[config.mk]
export PLATFORM = sky130hd
export DESIGN_NAME = fetch_unit
export DESIGN_NICKNAME = d
export VERILOG_FILES = /design/src/rtl/fetch_pkg.sv /design/src/rtl/fetch_skid_buf.sv /design/src/rtl/fetch_unit.sv
export SDC_FILE = /design/constraint.sdc
export NUM_CORES = 1
export LEC_CHECK = 0
export CAP_MARGIN = 20
export CORE_AREA = 2 2 122 124
export CTS_CLUSTER_DIAMETER = 50
export CTS_CLUSTER_SIZE = 14
export DETAILED_ROUTE_END_ITERATION = 10
export DIE_AREA = 0 0 124 126
export GPL_ROUTABILITY_DRIVEN = 0
export HOLD_SLACK_MARGIN = 0.15
export PLACE_DENSITY_LB_ADDON = 0.15
export SKIP_LAST_GASP = 1
export SLEW_MARGIN = 20
export SYNTH_ARGS = -nofsm -noshare
export SYNTH_HDL_FRONTEND = slang
export SYNTH_HIERARCHICAL = 1
export SYNTH_SLANG_ARGS = --single-unit
[constraint.sdc]
create_clock -name Clock -period 4 [get_ports Clock]
set_input_delay 0.6 -clock Clock [delete_from_list [all_inputs] [get_ports Clock]]
set_output_delay 0.6 -clock Clock [all_outputs]
set_load 0.01 [all_outputs]
[src/rtl/fetch_pkg.sv]
// Shared pipeline definitions for the instruction fetch stage: FSM encoding,
// instruction width and the NOP word.
package fetch_pkg;

    localparam int INSTR_W = 32;
    localparam logic [INSTR_W-1:0] NOP = 32'h0000_0000;

    typedef enum logic [1:0] {
        ST_FETCH = 2'd0,
        ST_HOLD  = 2'd1,
        ST_DROP  = 2'd2
    } fetch_state_t;

endpackage

[src/rtl/fetch_skid_buf.sv]
// One-entry skid register holding an instruction and its PC+4 while the
// output slot is blocked; clear wins over push, push wins over pop.
module fetch_skid_buf
    import fetch_pkg::*;
(
    input  logic               clk,
    input  logic               rst_n,
    input  logic               clear,
    input  logic               push,
    input  logic               pop,
    input  logic [INSTR_W-1:0] din_instr,
    input  logic [31:0]        din_pc,
    output logic               full,
    output logic [INSTR_W-1:0] instr,
    output logic [31:0]        pc
);

    always_ff @(posedge clk or negedge rst_n) begin
        if (!rst_n) begin
            full  <= 1'b0;
            instr <= NOP;
            pc    <= '0;
        end else if (clear) begin
            full <= 1'b0;
        end else if (push) begin
            full  <= 1'b1;
            instr <= din_instr;
            pc    <= din_pc;
        end else if (pop) begin
            full <= 1'b0;
        end
    end

endmodule

[src/rtl/fetch_unit.sv]
// Instruction fetch stage: PC register, FETCH/HOLD/DROP sequencer and the
// IF/ID output slot. Define FETCH_SKID_EN to add a one-entry skid buffer.
module fetch_unit
    import fetch_pkg::*;
#(
    parameter logic [31:0] RESET_PC = 32'h0000_0000
) (
    input  logic               Clock,
    input  logic               Reset_n,
    input  logic               Stall,
    input  logic               Redirect,
    input  logic [31:0]        Redirect_PC,
    output logic               IMem_Req,
    output logic [31:0]        IMem_Addr,
    input  logic               IMem_Ack,
    input  logic [INSTR_W-1:0] IMem_Data,
    output logic [INSTR_W-1:0] Instruction_Out,
    output logic [31:0]        PC_Out,
    output logic               Valid_Out,
    output logic [1:0]         fsm_state
);

    // Handshake: IMem_Req/IMem_Addr stay constant from assertion until the
    // edge where IMem_Ack=1; the slot is consumed at an edge with
    // Valid_Out=1, Stall=0, Redirect=0.

`ifdef FETCH_SKID_EN
    localparam bit SKID_EN = 1'b1;
`else
    localparam bit SKID_EN = 1'b0;
`endif

    fetch_state_t state_q;
    logic [31:0]  pc_q;
    logic [31:0]  drop_addr_q;
    logic [31:0]  pc_next;
    logic [31:0]  redirect_aligned;
    logic         consume;

    logic               skid_full;
    logic [INSTR_W-1:0] skid_instr;
    logic [31:0]        skid_pc;

    assign pc_next          = pc_q + 32'd4;
    assign redirect_aligned = Redirect_PC & 32'hFFFF_FFFC;
    assign consume          = Valid_Out && !Stall && !Redirect;

    // DROP keeps presenting the abandoned address until its response returns.
    assign IMem_Req  = Reset_n && (state_q != ST_HOLD);
    assign IMem_Addr = (state_q == ST_DROP) ? drop_addr_q : pc_q;
    assign fsm_state = state_q;

`ifdef FETCH_SKID_EN
    logic skid_push;
    logic skid_pop;

    assign skid_push = (state_q == ST_FETCH) && IMem_Ack && Valid_Out && Stall && !Redirect;
    assign skid_pop  = (state_q == ST_HOLD) && consume;

    fetch_skid_buf u_skid (
        .clk       (Clock),
        .rst_n     (Reset_n),
        .clear     (Redirect),
        .push      (skid_push),
        .pop       (skid_pop),
        .din_instr (IMem_Data),
        .din_pc    (pc_next),
        .full      (skid_full),
        .instr     (skid_instr),
        .pc        (skid_pc)
    );
`else
    assign skid_full  = 1'b0;
    assign skid_instr = NOP;
    assign skid_pc    = '0;
`endif

    always_ff @(posedge Clock or negedge Reset_n) begin
        if (!Reset_n) begin
            state_q         <= ST_FETCH;
            pc_q            <= RESET_PC;
            drop_addr_q     <= '0;
            Valid_Out       <= 1'b0;
            Instruction_Out <= NOP;
            PC_Out          <= '0;
        end else begin
            case (state_q)
                ST_FETCH: begin
                    if (Redirect) begin
                        pc_q      <= redirect_aligned;
                        Valid_Out <= 1'b0;
                        if (!IMem_Ack) begin
                            state_q     <= ST_DROP;
                            drop_addr_q <= pc_q;
                        end
                    end else if (IMem_Ack && (!Valid_Out || consume)) begin
                        Instruction_Out <= IMem_Data;
                        PC_Out          <= pc_next;
                        Valid_Out       <= 1'b1;
                        pc_q            <= pc_next;
                    end else if (IMem_Ack) begin
                        // Slot blocked: the skid takes this word, otherwise it
                        // is refetched from the same PC after the stall.
                        if (SKID_EN) pc_q <= pc_next;
                        state_q <= ST_HOLD;
                    end else if (consume) begin
                        Valid_Out <= 1'b0;
                    end
                end
                ST_HOLD: begin
                    if (Redirect) begin
                        pc_q      <= redirect_aligned;
                        Valid_Out <= 1'b0;
                        state_q   <= ST_FETCH;
                    end else if (consume) begin
                        state_q <= ST_FETCH;
                        if (skid_full) begin
                            Instruction_Out <= skid_instr;
                            PC_Out          <= skid_pc;
                        end else begin
                            Valid_Out <= 1'b0;
                        end
                    end
                end
                ST_DROP: begin
                    if (Redirect) pc_q <= redirect_aligned;
                    if (IMem_Ack) state_q <= ST_FETCH;
                end
                default: state_q <= ST_FETCH;
            endcase
        end
    end

endmodule

## After elaboration in Yosys (flattened, before gate mapping)

Index checks and enable logic that the tools add are counted.

| cells by class | value |
|---|---|
| add/sub/neg operators | 1 |
| equality and inequality tests | 11 |
| mux-type cells | 19 |
| bitwise gates (word level) | 2 |
| reductions and logical operators | 17 |

Operator list:

| kind | count |
|---|---|
| 32-bit two-way mux | 4 |
| 32-bit one-hot mux with 2 select lines | 1 |
| 32-bit by 3-bit adder with 32-bit output (second input constant) | 1 |
| 3-bit != test (second input constant) | 5 |
| 2-bit two-way mux | 7 |
| 3-bit AND reduction | 3 |
| 2-bit one-hot mux with 3 select lines | 1 |
| 1-bit two-way mux | 5 |
| 5-bit AND reduction | 1 |
| 1-bit logical AND | 4 |
| 2-bit by 1-bit != test with 1-bit output (second input constant) | 2 |
| 4-bit != test (second input constant) | 1 |
| 2-bit nonzero test | 2 |
| 1-bit logical NOT | 3 |
| 2-bit by 1-bit equality test with 1-bit output (second input constant) | 1 |
| 2-bit equality test (second input constant) | 1 |
| 2-bit logical NOT | 1 |
| 2-bit != test (second input constant) | 1 |
| 1-bit NOT | 2 |
| 1-bit one-hot mux with 2 select lines | 1 |
| 2-bit AND reduction | 1 |
| 2-bit OR reduction | 1 |
| 1-bit logical OR | 1 |

| word-level totals | value |
|---|---|
| flip-flop bits (word level) | 131 |
| logic and storage cells | 56 |

## Depth between registers and ports, before layout

| logic depth | value |
|---|---|
| depth after elaboration | 8 |
| depth in mapped cells | 10 |
| depth with buffers taken out | 7 |

## Worst setup path after synthesis

Ideal clock, no wire load.

| timing path | value |
|---|---|
| path type | register to output |
| start point | reg state_q[0] (netlist: fsm_state[0]) |
| end point | out IMem_Addr[15] |
| arrival time | 1.661 ns |
| required time | 3.400 ns |
| slack | 1.739 ns |
| stages on the path, launching flop included | 6 |
| buffers on the path | 2 |
| cell sequence | dfrtp_1 inv_1 ha_1 clkbuf_1 buf_1 mux2_2 |

| on the way | value |
|---|---|
| word-level cells in the longest chain between the ends | 2 |

RTL lines:

| item | line | RTL |
|---|---|---|
| start, declared | fetch_unit.sv:33 | `fetch_state_t state_q;` |
| start signal, assigned | fetch_unit.sv:80 | `state_q <= ST_FETCH;` |
| start signal, assigned | fetch_unit.sv:93 | `state_q <= ST_DROP;` |
| start signal, assigned | fetch_unit.sv:105 | `state_q <= ST_HOLD;` |
| 2-bit equality test | fetch_unit.sv:50 | `assign IMem_Addr = (state_q == ST_DROP) ? drop_addr_q : pc_q;` |
| 32-bit two-way mux | fetch_unit.sv:50 |  |
| end, declared | fetch_unit.sv:14 | `output logic [31:0] IMem_Addr,` |

No other way between the ends.

## Worst setup path after layout

| timing path | value |
|---|---|
| start point | reg state_q[0] (netlist: fsm_state[0]) |
| end point | out IMem_Addr[13] |

The elaborated chain is that of the path after synthesis.

==> flow_summary.ini <==
[logic_synthesis]
ys_top_cells_by_area = dfrtp_1 (49%), nand2_1 (11%), mux2_2 (9.6%)
seq_area_frac_synth_pct = 49.2
ys_seq_elements = 125
yosysWarnings = 6
yosysUniqueCellTypes = 52
synth_area_leader_cell = dfrtp_1
synth_top_area_share_pct = 49.2
syn_area_per_cell_um2 = 9.64
syn_inst = 660
synth_area_um2 = 6360

[clock_tree]
clock_latency_ps = 420
cts_sinks = 125
htree_levels = 4
cts_tree = done
cts_root_buffer = clkbuf_16
clockBufferDepth = 2
cts_buffers = 17
clk_pin_slew_ps = 50

[route]
wl_per_cell_um = 16.3
vias_per_cell = 5.27
drt_iter0_drc = 255
ant_nets = 0
drt_wl_total_um = 16200
vias = 5261
drc = 0
dr.pass1.iters = 4

[grt]
grt_pass1_vias = 5155
grt_overflow = 0
antenna_found_initial = 0
grt_usage_pct = 21.5
grt_pass1_wl_um = 26100
grt_max_degree = 66

[min_path]
whs_path_depth = 2
hold_class = flip-flop to flip-flop
min_from = Instruction_Out[29]
min_to = Instruction_Out[29]

[critical_path]
cp.depth = 5
crit_required_ps = 3400
worst_path_max_delay_cell = clkdlybuf4s50_1
critical_path.max_stage_delay_ps = 620
cp_top_family = buffers and inverters
path_cells = inv_1 > ha_1 > buf_4 > o21ai_0 > clkdlybuf4s50_1
timing.rr.start = fsm_state[0]
crit_arrival_ps = 2340
r2r_cells = 7
crit_start = fsm_state[0]
cp-end-kind = output port
critPathMaxFanout = 21
critPathBufInv = 3
reg2reg_setup_slack_ps = 1530
regToRegEndpoint = pc_q[30]
start_kind = flip-flop
crit_type = flip-flop to output port

[pwr]
switchingPower_mw = 2.69
power.internal_mw = 4.86
sw_frac_of_total_pct = 35.6
p_per_area_nw_per_um2 = 867
finalPower_mw = 7.56
vdd_drop_max_v = 0.000404
power_frac_clock_pct = 22.9
p_leak_nw = 3.69
p_comb_share_pct = 44.7
seq_power_share_pct = 32.4

[flow_run]
drv_cap = 0

[sta]
setup_viol = 0
hold_viol = 0
fin_crit_sh_pct = 73.6
fin_skew_ps = 9.82
tightest_slew_ps = 914
clock.fmax_ghz = 0.340
period_minus_slack_ps = 2940
slew_violations = 0
rsz0062_at_grt = no
max_slew_margin_pct = 38.9
finalSetupTns_ps = 0

[cells_and_area]
diodes = 0
drive_gt1_share_pct = 14.0
area_growth_pct = 37.0
final_common_cell = nand2_1
final_nets = 877
layout_common_cells = nand2_1 (180), clkdlybuf4s50_1 (161), dfrtp_1 (125), mux2_2 (54), o21ai_0 (46)

[floorplan]
dieArea_um2 = 15600
die_h_um = 126
std_cell_rows = 44
initial_utilization_pct = 44.4
core_um2 = 14300
io_pins = 169
die_w_um = 124

[placed_design]
dp_hpwl_um = 11400
io_buffers = 162

[outcome]
status = finished clean
[registers in the layout, summed over array words and instances (netlist names)]
register and flops:
Valid_Out 1, PC_Out 30, fsm_state 2, Instruction_Out 32, pc_q 30, drop_addr_q 30
[cells by family (layout without fill, tap and decap cells)]
| logic type | after synthesis | in the layout | synth area share, % |
|---|---|---|---|
| AND/OR/NAND/NOR | 259 | 259 | 19.1 |
| buffers and inverters | 61 | 213 | 5.07 |
| other | 1 | 4 | 0.0590 |
| adder cells (fa/ha/maj) | 5 | 5 | 0.983 |
| flip-flops | 125 | 125 | 49.2 |
| multiplexers | 56 | 56 | 9.87 |
| AO/OA/AOI/OAI | 125 | 125 | 11.9 |
| XOR/XNOR | 28 | 28 | 3.86 |
[what timing repair did]
| item | 4_1_cts | 5_1_grt |
|---|---|---|
| gates resized for setup | 0 | 0 |
| setup buffers | 0 | 0 |
| endpoints found under the hold margin | 33 | 0 |
| hold buffers | 1 | 0 |
| setup endpoints to repair | 0 | 0 |
[power groups by stage]
stage | Combinational [mW] | Clock [mW] | Sequential, mW
2_1_floorplan | 1.96 | 0 | 2.39
3_3_place_gp | 3.33 | 0 | 2.41
3_5_place_dp | 3.40 | 0 | 2.46
4_1_cts | 3.42 | 1.75 | 2.45
5_1_grt | 3.70 | 1.81 | 2.55
6_report | 3.38 | 1.73 | 2.45
[worst register-to-register path, stage by stage, from the launching register on]
cell and delay (ps):
dfrtp_1 480, inv_1 110, ha_1 370, inv_1 90
nand2_1 260, or3_2 590, or4_1 410, nand3_1 90
[worst max path at each step]
| stage | endpoint | slack (ps) |
|---|---|---|
| after detailed placement | drop_addr_q[17] | 1070 |
| after global placement | drop_addr_q[17] | 1120 |
| after global routing | IMem_Addr[13] | 960 |
| after CTS | IMem_Addr[27] | 1050 |
| final | IMem_Addr[13] | 1060 |
| after floorplan | IMem_Addr[15] | 1740 |
[routing by layer]
metal,GRT usage (%),up-vias,wire (um)
met2,34.7,142,7830
met5,0,-,0
li1,-,2549,-
met1,28.9,2553,7330
met4,6.74,0,202
met3,4.39,17,880
[Yosys cell counts, drive strengths merged]
cell	instances
o21ai	47
buf	15
nor3	7
o211ai	1
a211o	1
nor4	6
nand2	180
nor3b	2
or3	1
and2	1
xnor2	10
nand4	7
nand4b	3
inv	8
xor2	18
a22o	1
a31oi	3
mux2	54
nor2b	1
o21a	2
a32oi	1
clkbuf	38
o31ai	1
nor2	22
or4	2
and3	3
a21oi	27
o22ai	19
conb	1
a2bb2oi	19
nand3b	1
and4	1
o22a	2
or2	1
mux2i	2
and3b	1
nand3	18
dfrtp	125
a311oi	1
ha	5
nand2b	2
[cell type report]
type,instances,area (um2)
clock buffer,21,480
fill,1229,5600
clock inverter,10,185
inverter,8,30.0
sequential,125,3130
timing repair buffer,174,1720
tap,184,230
multi-input combinational,477,2940
[metrics by stage]
step                setup WS, ps  cells  cell area [um2]  hold WS, ps  utilization [%]
global placement            1120    967             8040          457             56.2
detailed placement          1070    967             8040          464             56.2
CTS                         1050    999             8720          478             60.9
floorplan                   1740    663             6370          304                -
finish                      1060    999             8720          474             60.9
global route                 964    999             8720          491             60.9
No activity file was read; power rests on OpenSTA's default activity.
